**src/rtl/regfile_dump_reader_if.sv**
```systemverilog
// Output word stream of the register file dump reader.
// Valid/ready handshake carrying register value, index and last flag.
interface regfile_dump_reader_if #(
    parameter int ADDR_W = 5,
    parameter int DATA_W = 32
);
    logic              out_valid;
    logic              out_ready;
    logic [DATA_W-1:0] out_data;
    logic [ADDR_W-1:0] out_addr;
    logic              out_last;

    modport master (
        output out_valid,
        output out_data,
        output out_addr,
        output out_last,
        input  out_ready
    );

    modport slave (
        input  out_valid,
        input  out_data,
        input  out_addr,
        input  out_last,
        output out_ready
    );
endinterface

```
**src/rtl/regfile_dump_reader.sv**
```systemverilog
// Register file dump sequencer: walks an address range, streams words.
// Optional XOR checksum of dumped words enabled by DUMP_CSUM_EN.
module regfile_dump_reader #(
    parameter int ADDR_W = 5,
    parameter int DATA_W = 32
) (
    input  logic              clk,
    input  logic              reset,
    input  logic              start,
    input  logic [ADDR_W-1:0] first_addr,
    input  logic [ADDR_W-1:0] last_addr,
    output logic [ADDR_W-1:0] rd_addr,
    input  logic [DATA_W-1:0] rd_data,
    regfile_dump_reader_if.master out,
`ifdef DUMP_CSUM_EN
    output logic [DATA_W-1:0] csum,
`endif
    output logic              busy,
    output logic              done
);

    typedef enum logic [1:0] {
        S_IDLE,
        S_READ,
        S_HOLD,
        S_DONE
    } state_t;

    state_t            state;
    logic [ADDR_W-1:0] end_addr;

    // Sequencer: every state bit and output is a register.
    always_ff @(posedge clk or negedge reset) begin
        if (!reset) begin
            state         <= S_IDLE;
            end_addr      <= '0;
            rd_addr       <= '0;
            out.out_data  <= '0;
            out.out_addr  <= '0;
            out.out_last  <= 1'b0;
            out.out_valid <= 1'b0;
            busy          <= 1'b0;
            done          <= 1'b0;
`ifdef DUMP_CSUM_EN
            csum          <= '0;
`endif
        end else begin
            done <= 1'b0;
            unique case (state)
                S_IDLE: begin
                    if (start) begin
                        rd_addr  <= first_addr;
                        end_addr <= last_addr;
                        busy     <= 1'b1;
`ifdef DUMP_CSUM_EN
                        csum     <= '0;
`endif
                        state    <= S_READ;
                    end
                end
                S_READ: begin
                    out.out_data  <= rd_data;
                    out.out_addr  <= rd_addr;
                    out.out_last  <= (rd_addr == end_addr);
                    out.out_valid <= 1'b1;
                    state         <= S_HOLD;
                end
                S_HOLD: begin
                    if (out.out_ready) begin
                        out.out_valid <= 1'b0;
`ifdef DUMP_CSUM_EN
                        csum <= csum ^ out.out_data;
`endif
                        if (out.out_last) begin
                            state <= S_DONE;
                        end else begin
                            rd_addr <= rd_addr + 1'b1;
                            state   <= S_READ;
                        end
                    end
                end
                S_DONE: begin
                    done  <= 1'b1;
                    busy  <= 1'b0;
                    state <= S_IDLE;
                end
                default: state <= S_IDLE;
            endcase
        end
    end

endmodule

```
**src/flat_wrapper.sv**
```systemverilog
// flat-port wrapper written by rule: the top's interface ports become plain ports
module regfile_dump_reader_flat 
#(
    parameter int ADDR_W = 5,
    parameter int DATA_W = 32
)
  (clk, reset, start, first_addr, last_addr, rd_addr, rd_data, busy, done, out_out_valid, out_out_data, out_out_addr, out_out_last, out_out_ready);
  regfile_dump_reader_if #(.ADDR_W(ADDR_W), .DATA_W(DATA_W)) out_i ();
  input  logic clk;
  input  logic reset;
  input  logic start;
  input  logic [ADDR_W-1:0] first_addr;
  input  logic [ADDR_W-1:0] last_addr;
  output logic [ADDR_W-1:0] rd_addr;
  input  logic [DATA_W-1:0] rd_data;
  output logic busy;
  output logic done;
  output wire logic [$bits(out_i.out_valid)-1:0] out_out_valid;
  output wire logic [$bits(out_i.out_data)-1:0] out_out_data;
  output wire logic [$bits(out_i.out_addr)-1:0] out_out_addr;
  output wire logic [$bits(out_i.out_last)-1:0] out_out_last;
  input wire logic [$bits(out_i.out_ready)-1:0] out_out_ready;
  assign out_out_valid = out_i.out_valid;
  assign out_out_data = out_i.out_data;
  assign out_out_addr = out_i.out_addr;
  assign out_out_last = out_i.out_last;
  assign out_i.out_ready = out_out_ready;
  regfile_dump_reader #(.ADDR_W(ADDR_W), .DATA_W(DATA_W)) u_core (.clk(clk), .reset(reset), .start(start), .first_addr(first_addr), .last_addr(last_addr), .rd_addr(rd_addr), .rd_data(rd_data), .out(out_i), .busy(busy), .done(done));
endmodule
```
**config.mk**
```make
export PLATFORM = sky130hd
export DESIGN_NAME = regfile_dump_reader_flat
export DESIGN_NICKNAME = d
export VERILOG_FILES = /design/src/rtl/regfile_dump_reader_if.sv /design/src/rtl/regfile_dump_reader.sv /design/src/flat_wrapper.sv
export SDC_FILE = /design/constraint.sdc
export NUM_CORES = 1
export LEC_CHECK = 0
export CORE_UTILIZATION = 35
export CTS_CLUSTER_DIAMETER = 50
export DETAILED_ROUTE_END_ITERATION = 8
export DONT_BUFFER_PORTS = 1
export PLACE_DENSITY = 0.56
export SYNTH_ARGS = -nofsm -noshare
export SYNTH_HDL_FRONTEND = slang
export SYNTH_SLANG_ARGS = --single-unit
```
**constraint.sdc**
```tcl
create_clock -name clk -period 1.5 [get_ports clk]
set_input_delay 0.075 -clock clk [delete_from_list [all_inputs] [get_ports clk]]
set_output_delay 0.075 -clock clk [all_outputs]
set_load 0.01 [all_outputs]
```
# == Yosys cells after proc, flatten, opt, wreduce, memory -nomap -nowiden ==
# Index checks and enable logic that the tools add are counted.
# op_classes
n_eq_ne,7
add_sub_neg,1
muxes,13
n_reduce_logical,9
# op_table
op,n
5-bit two-way mux,3
5-bit case mux with 2 select lines,1
2-bit case mux with 4 select lines,1
2-bit AND reduction,4
2-bit two-way mux,3
"2-bit inequality test, second input constant",3
2-bit nonzero test,3
"5-bit by 1-bit adder with 5-bit output, second input constant",1
5-bit equality test,1
"2-bit equality test, second input constant",2
1-bit case mux with 2 select lines,2
4-bit AND reduction,1
1-bit two-way mux,3
"2-bit by 1-bit equality test with 1-bit output, second input constant",1
2-bit zero test,1
# word_totals
in_bits,46
register_bits,53
output_inout_bits,46
word_cells,39

# == Logic depth before layout (Yosys ltp) ==
# Gate-level depths: netlist (run 1).
# depth
depth_word,4
depth_mapped,6
depth_no_buf,4

# == Worst setup path after synthesis (run 1) ==
# Ideal clock, no wire load.
# synth_path
path_kind,register to register
startpoint,register u_core.rd_addr[0]
endpoint,register u_core.rd_addr[2]
setup_ps,142
required_ps,1358
setup_slack_ps,76
path_stages_with_launch,5
arrival_time_ps,1282
path_buffers,0
period_less_slack_ps,1424
path_cell_list,dfrtp_1 -> ha_1 -> or3b_2 -> a21oi_1 -> a311oi_1
# synth_via
elab_chain_len,4
# synth_rtl
element,line_no,text
"start, declared",regfile_dump_reader.sv:12,"output logic [ADDR_W-1:0] rd_addr,"
"start signal, assigned",regfile_dump_reader.sv:52,rd_addr <= first_addr;
"start signal, assigned",regfile_dump_reader.sv:77,rd_addr <= rd_addr + 1'b1;
5-bit by 1-bit adder with 5-bit output,regfile_dump_reader.sv:77,
5-bit two-way mux,regfile_dump_reader.sv:74,if (out.out_last) begin
5-bit two-way mux,regfile_dump_reader.sv:69,if (out.out_ready) begin
5-bit case mux with 2 select lines,regfile_dump_reader.sv:49,unique case (state)
# Every way passes these cells. The select of a mux whose other input is x is not followed.
# A chain may end at the register's enable or synchronous reset.

# == Final worst setup path (run 1) ==
# Same ends and word-level chain as after synthesis.

==> impl_metrics.ini, run 1 <==
[outcome]
outcome = finished, final reports clean

[synth]
synthTopCellsByArea = dfrtp_1, nand2_1, mux2_2
synth_edf_count = 0
synth_top_area_share_pct = 59.5
synth_fa_ha_area_share_pct = 0.561
netlist_area_um2 = 2230
syn_area_per_cell_um2 = 9.78
ys.flop_type = dfrtp_1
synth_xor_xnor_area_share_pct = 1.96
ys_seq_area_share_pct = 59.5
yosysWarnings = 0
synth_top_family_by_area = simple AND/OR/NAND/NOR gates
muxShareOfSynthArea_pct = 4.60
synth_compound_area_share_pct = 3.14
ys_async_sr_fraction_pct = 100
yosys-top-cells-count = nand2_1, dfrtp_1, clkbuf_1, mux2_2, nor3_1
synthSimpleGateAreaFrac_pct = 26.8
syn_inst = 228
ys_ff_latch = 53
yosys.area.top_type = dfrtp_1
synth_nets = 275
ys_types = 33
yosysMostFrequentCell = nand2_1

[route]
drtPass1Iterations = 4
ant_nets = 0
drt_wl_total_um = 5100
drt_iter0_markers = 53
route.detailed.drc = 0
vias = 1708
wl_per_cell_um = 14.6
vias_per_cell = 4.88

[grt]
grt_pass1_vias = 1523
grt_pass1_wl_um = 7410
grt_max_degree = 54
antenna_found_initial = 0
grt_util_all_layers_pct = 15.0
grt_overflow = 0

[timing]
fin_ws_ns = 0.106
finalHoldViolCount = 0
max_slew.worst_pin.slew_ns = 0.325
finalSetupViolations = 0
period_share_pct = 92.9
skew_ns = 0.0108
rsz0062_at_grt = no
max_freq_mhz = 717
slew_viol_final = 0
min_period_ns = 1.39
max_slew_margin_pct = 78.4
tns_ns = 0

[layout]
finalNetCount = 322
antenna_cells = 0
fin_area_um2 = 2880
drive_gt1_share_pct = 11.6
syn_to_final_growth_pct = 29.1
fin_util_pct = 47.8

[clocking]
cts_tree = yes
cts_buffers = 5
cts.sinks = 53
ctsLongestPathBuffers = 2
clock-root-buffer = clkbuf_8
cts_max_level = 2
clk_latency_ns = 0.30
clk_pin_slew_worst_paths_ns = 0.10

[pwr]
power_uw = 5820
power_density_nw_per_um2 = 2020
p_leak_uw = 0.00140
peakVddDrop_mv = 0.933

[critical_path]
critical_path.max_fanout = 4
reg2reg_from = u_core.rd_addr[0]
reg2reg_depth = 4
start_kind = flop
endpoint_kind = flop
reg2reg_to = u_core.rd_addr[2]
critPathArrivalTime_ns = 1.58
r2r_slack_ns = 0.11
cp.required_ns = 1.68
crit_type = reg -> reg

[floorplanning]
design.die.area_um2 = 6690
row_count = 28
core_area_um2 = 6030
io_pins = 92
die-width_um = 81.8
start_util_pct = 37.0
die_h_um = 81.8

[place]
hpwl_um = 3250
globalplace.congestion = 0.727
place_area_um2 = 2340
pre_cts_ws_ns = 0.0806
portBuffers = 0

[worst_hold_path]
hold_depth = 2
hold_path_class = in -> reg
hp-start = first_addr[1]
hold-path-endpoint = u_core.rd_addr[1]

[flow_run]
cap_viol_max_count = 0
## cells by family after synthesis
kind of cell               count (synthesis)
adders and majority gates                  1
and+or+nand+nor                          134
AOI/OAI and AO/OA                         11
buffers and inverters                     15
DFF                                       53
xor gates and xnor gates                   5
muxes                                      9
## cells in the final DEF, fill, tap and decap left out, types with 2 or more instances in the layout
cell type / count
a21oi_1: 4
a311oi_1: 2
and2_1: 2
and4_1: 2
buf_4: 8
clkbuf_8: 6
dfrtp_1: 51
dfrtp_2: 2
dlygate4sd3_1: 42
inv_1: 3
mux2_2: 6
mux2i_1: 2
nand2_1: 111
nor3_1: 5
o21ai_0: 2
or3b_2: 2
xnor2_1: 3
xor2_1: 2
## power by group
group	internal, uW	leakage, uW	switching, uW	total (uW)
clock network	367	0.0000443	435	803
logic	939	0.000715	1070	2010
registers	2140	0.000642	866	3010
total	3450	0.00140	2370	5820
## worst max-delay path, stage by stage (launching register included)
cell      delay [ns]
dfrtp_1         0.39
ha_1            0.25
or3b_2          0.44
a21oi_1         0.13
a311oi_1        0.05
## layout make-up
type                       count  area [um2]
clock buffer                   7        86.3
fill                         567        3150
inverter                       3        11.3
multi-input combinational    160         830
sequential                    53        1330
tap                           75        93.8
timing repair buffer          52         528
## worst max-delay path by stage
| stage | startpoint | slack, ns | cells after the start | endpoint |
|---|---|---|---|---|
| floorplan | u_core.rd_addr[0] | 0.08 | 4 | u_core.rd_addr[2] |
| global placement | u_core.state[0] | 0.08 | 3 | u_core.rd_addr[1] |
| detailed placement | u_core.state[0] | 0.08 | 3 | u_core.rd_addr[1] |
| CTS | u_core.state[0] | 0.06 | 3 | u_core.rd_addr[1] |
| global route | u_core.state[0] | 0.03 | 4 | u_core.rd_addr[3] |
| finish | u_core.rd_addr[0] | 0.11 | 4 | u_core.rd_addr[2] |
## per-layer routing
| metal | vias up | GRT usage (%) | part of all wire [%] |
|---|---|---|---|
| met5 | - | 0 | 0 |
| met4 | 0 | 4.74 | 0.67 |
| met3 | 4 | 5.11 | 7.2 |
| met2 | 70 | 25.6 | 50 |
| met1 | 817 | 17.5 | 42 |
| li1 | 817 | - | - |
## flip-flops by register name, indices dropped and copies added (netlist names)
register	cells
u_core.out.out_data	32
u_core.out.out_addr	5
u_core.busy	1
u_core.done	1
u_core.end_addr	5
u_core.state	2
u_core.out.out_last	1
u_core.out.out_valid	1
u_core.rd_addr	5
## metrics by stage
stage | hold WS (ns) | std cells
after floorplan | -0.221 | 228
after global placement | -0.220 | 300
after detailed placement | -0.220 | 300
after CTS | 0.00373 | 349
after global routing | 0.0342 | 350
final | 0.0463 | 350
## repair_timing
item / in CTS / in global routing
buffers inserted: 0 / 0
hold buffers: 42 / 1
endpoints found under the hold margin: 93 / 1
endpoints found under the setup margin: 0 / 1
gates resized for setup: 0 / 2
Power figures use the tool's default switching activity.
==> run 2: changes to the inputs <==
CORE_UTILIZATION = 41   (was 35)
PLACE_DENSITY = 0.62   (was 0.56)
==> impl_metrics.ini, run 2 (synthesis results as in run 1) <==
[outcome]
outcome = finished, final reports clean

[pwr]
seqPwrFrac_pct = 51.4
power_frac_comb_pct = 35.4
internal_power_uw = 3460
netSwitchingFraction_pct = 40.8
p_leak_uw = 0.00141
power_density_nw_per_um2 = 2030
peakVddDrop_mv = 0.894
clkPwrFrac_pct = 13.2
p_switching_uw = 2390

[timing]
skew_ns = 0.00558
finalHoldViolCount = 0
fin_ws_ns = 0.0738
finalSetupViolations = 0
min_period_ns = 1.43
slew_viol_final = 0
rsz0062_at_grt = no
tns_ns = 0
max_slew_margin_pct = 73.6
holdWs_ns = 0.0427
max_freq_mhz = 701
period_share_pct = 95.1
max_slew.worst_pin.slew_ns = 0.396

[clocking]
cts_buffers = 5
clock-root-buffer = clkbuf_8
cts_max_level = 2
cts.sinks = 53
clk_latency_ns = 0.30
ctsLongestPathBuffers = 2
post_cts_buffers = 0
cts_tree = yes
clk_pin_slew_worst_paths_ns = 0.09

[floorplanning]
design.die.area_um2 = 5740
core_area_um2 = 5170
start_util_pct = 43.1
die-width_um = 75.7
row_count = 26
io_pins = 92
die_h_um = 75.7

[route]
m1WireLength_um = 2100
wl_per_cell_um = 14.6
routed.top_layer = met4
vias = 1679
route.detailed.drc = 0
wl_met2_um = 2570
vias_per_cell = 4.87
drtPass1Iterations = 4
drt_iter0_markers = 66
ant_nets = 0
drt_wl_total_um = 5040
wl_met3_um = 327

[critical_path]
reg2reg_depth = 4
critPathArrivalTime_ns = 1.61
crit_type = reg -> reg
critical_path.max_fanout = 4
cp.required_ns = 1.68
start_kind = flop
endpoint_kind = flop

[layout]
largest_reg_flops = 32
fin_util_pct = 55.7
top_register = u_core.out.out_data
final_common_cell = nand2_1
fin_area_um2 = 2880
syn_to_final_growth_pct = 29.2
drive_gt1_share_pct = 11.6
finalNetCount = 321
n_fill_cell = 470
antenna_cells = 0
final_cell_mix = nand2_1, dfrtp_1, dlygate4sd3_1, mux2_2, buf_4

[grt]
grt_max_degree = 54
grt_pass1_vias = 1617
antenna_found_initial = 0
grt_pass1_wl_um = 7450
grt_util_all_layers_pct = 17.8
grt_overflow = 0

[place]
globalplace.congestion = 0.810
pre_cts_ws_ns = 0.0776
hpwl_um = 3160
portBuffers = 0
place_area_um2 = 2360

[worst_hold_path]
hold_path_class = in -> reg
hold_depth = 2

[flow_run]
cap_viol_max_count = 0
[run 2: changes by cell type in the layout (fill, tap and decap cells not counted), sizes merged]
| cell | delta |
|---|---|
| clkinv | +2 |
| clkbuf | -1 |
| dlygate4sd3 | -1 |
[run 2: power by group through the flow]
stage                     clock (uW)  combinational (uW)  sequential (uW)
after floorplan                    0                1500             2860
after global placement             0                1910             3010
after detailed placement           0                1950             3040
after CTS                        810                2090             3010
after global routing             866                2390             3140
final                            773                2070             3000
[run 2: cell type report]
class | instances | area, um2 | share of cell area [%]
clock buffers | 6 | 72.6 | 2.52
inverters | 3 | 11.3 | 0.391
multi-input cells | 160 | 830 | 28.8
repair buffers | 51 | 543 | 18.8
clock inverters | 2 | 10.0 | 0.347
flip-flops and latches | 53 | 1330 | 46.1
well taps | 70 | 87.6 | 3.04
[run 2: path summary, 6_finish.rpt]
check | end | slack (ns) | from
max in group asynchronous | u_core.state[0] | 0.99 | reset
worst min register to register | u_core.end_addr[3] | 0.53 | u_core.end_addr[3]
worst max-delay path | u_core.rd_addr[2] | 0.07 | u_core.rd_addr[0]
worst min-delay path | u_core.rd_addr[1] | 0.04 | first_addr[1]
worst max register to register | u_core.rd_addr[2] | 0.07 | u_core.rd_addr[0]
min in group asynchronous | u_core.end_addr[4] | 0.29 | reset
[run 2: timing repair]
| item | in CTS | in global routing |
|---|---|---|
| resized for setup | 0 | 1 |
| hold endpoints to repair | 94 | 0 |
| hold buffers | 42 | 0 |
| endpoints found under the setup margin | 0 | 1 |
[run 2: metal layers]
metal  up-vias  global-route usage [%]
li1        815                       -
met1       804                    20.9
met2        56                    31.0
met3         4                    5.69
met4         0                    5.56
met5         -                       0
[run 2: critical path, stage by stage, from the launching register on]
cell and delay (ns):
dfrtp_1 0.39, ha_1 0.24, or3b_2 0.45, a21oi_1 0.16
a311oi_1 0.06
[run 2: stage by stage]
step                cells  total power [uW]
floorplan             228              4360
global placement      295              4930
detailed placement    295              4990
CTS                   345              5910
global route          345              6390
finish                345              5840
==> run 3: changes to the inputs <==
CORE_UTILIZATION = 55   (was 41)
PLACE_DENSITY = 0.77   (was 0.62)
==> impl_metrics.ini, run 3 (synthesis results as in run 1) <==
[pwr]
p_switching_uw = 2390
power_density_nw_per_um2 = 2090
peakVddDrop_mv = 1.30
clkPwrFrac_pct = 16.2
p_leak_uw = 0.00141
power_frac_comb_pct = 33.4
internal_power_uw = 3590
netSwitchingFraction_pct = 39.9
seqPwrFrac_pct = 50.4

[floorplanning]
die-width_um = 65.7
design.die.area_um2 = 4310
io_pins = 92
start_util_pct = 59.1
die_h_um = 65.7
row_count = 22
core_area_um2 = 3770

[critical_path]
r2r_slack_ns = 0.09
start_kind = flop
cp.required_ns = 1.69
reg2reg_from = u_core.state[1]
endpoint_kind = flop
startpoint = u_core.state[1]
crit_type = reg -> reg
critPathArrivalTime_ns = 1.60
critical_path.max_fanout = 11

[grt]
grt_max_degree = 54
antenna_found_initial = 0
grt_overflow = 0
grt_pass1_vias = 1845
grt_util_all_layers_pct = 25.1
grt_pass1_wl_um = 8020

[route]
wl_per_cell_um = 15.3
drt_wl_total_um = 4930
route.detailed.drc = 0
vias = 1721
ant_nets = 0
vias_per_cell = 5.33
drt_iter0_markers = 91
drtPass1Iterations = 4

[place]
portBuffers = 0
globalplace.congestion = 0.818
place_inst = 273
hpwl_um = 2930
pre_cts_ws_ns = 0.0131

[layout]
finalNetCount = 321
fin_util_pct = 75.7
final_common_cell = nand2_1
antenna_cells = 0
drive_gt1_share_pct = 12.0
top_register = u_core.out.out_data
fin_cells = 323
syn_to_final_growth_pct = 28.0
largest_reg_flops = 32
final_cell_mix = nand2_1, dfrtp_1, dlygate4sd3_1, buf_4

[timing]
tns_ns = 0
rsz0062_at_grt = no
skew_ns = 0.00497
holdWs_ns = 0.0200
finalHoldViolCount = 0
min_period_ns = 1.41
finalSetupViolations = 0
max_freq_mhz = 709
max_slew_margin_pct = 74.3
period_share_pct = 94.0
fin_ws_ns = 0.0899
max_slew.worst_pin.slew_ns = 0.386
slew_viol_final = 0

[clocking]
clk_pin_slew_worst_paths_ns = 0.09
ctsLongestPathBuffers = 2
cts_tree = yes
post_cts_buffers = 0
clk_latency_ns = 0.29
cts.sinks = 53
cts_max_level = 2
cts_buffers = 5
clock-root-buffer = clkbuf_8

[worst_hold_path]
hp-start = out_out_ready
hold_path_class = in -> reg

[outcome]
outcome = finished, final reports clean

[flow_run]
cap_viol_max_count = 0
## run 3: changes by cell type in the layout (fill, tap and decap cells not counted), sizes merged
cell | previous run | this run
bufinv | 0 | 1
clkinv | 2 | 0
clkinvlp | 0 | 1
## run 3: layout make-up
cell class | instances | area, um2
Sequential cell | 53 | 1330
Multi-Input combinational cell | 160 | 830
Inverter | 3 | 11.3
Fill cell | 253 | 917
Tap cell | 48 | 60.1
Clock buffer | 6 | 82.6
Timing Repair Buffer | 51 | 505
Clock inverter | 2 | 37.5
## run 3: power groups by stage
stage / Clock (uW) / Combinational, uW / Sequential (uW)
after floorplan: 0 / 1500 / 2860
after global placement: 0 / 1760 / 3010
after detailed placement: 0 / 1840 / 3030
after CTS: 1000 / 1960 / 3000
after global routing: 1050 / 2280 / 3120
final: 970 / 2000 / 3010
## run 3: repair_timing
action | 4_1_cts | 5_1_grt
gates resized for setup | 1 | 0
hold buffers | 42 | 0
setup endpoints to repair | 1 | 0
endpoints found under the hold margin | 93 | 0
## run 3: worst max-delay path, cell delays in order (launching register included)
cell and delay [ns]:
dfrtp_1 0.52, and4bb_4 0.30, nor2_2 0.17, mux2_4 0.31
## run 3: path summary, 6_finish.rpt
kind	endpoint	cells after the start
worst max-delay path	u_core.rd_addr[1]	3
worst min-delay path	u_core.state[1]	2
max in group asynchronous	u_core.out.out_data[7]	2
worst max register to register	u_core.rd_addr[1]	3
worst min register to register	u_core.end_addr[0]	1
min in group asynchronous	u_core.out.out_addr[4]	2
## run 3: metrics by stage
step	power [uW]	cell area, um2
detailed placement	4870	2290
global placement	4770	2290
CTS	5970	2850
floorplan	4360	2230
finish	5980	2850
global route	6440	2850
## run 3: layer usage
layer | vias to the layer above | track usage, % | routed length, um | share of wire (%)
met5 | - | 0 | 0 | 0
met4 | 0 | 9.78 | 70 | 1.4
met3 | 10 | 7.12 | 393 | 8.0
met2 | 77 | 44.0 | 2530 | 51
met1 | 813 | 28.7 | 1940 | 39
li1 | 821 | - | - | -
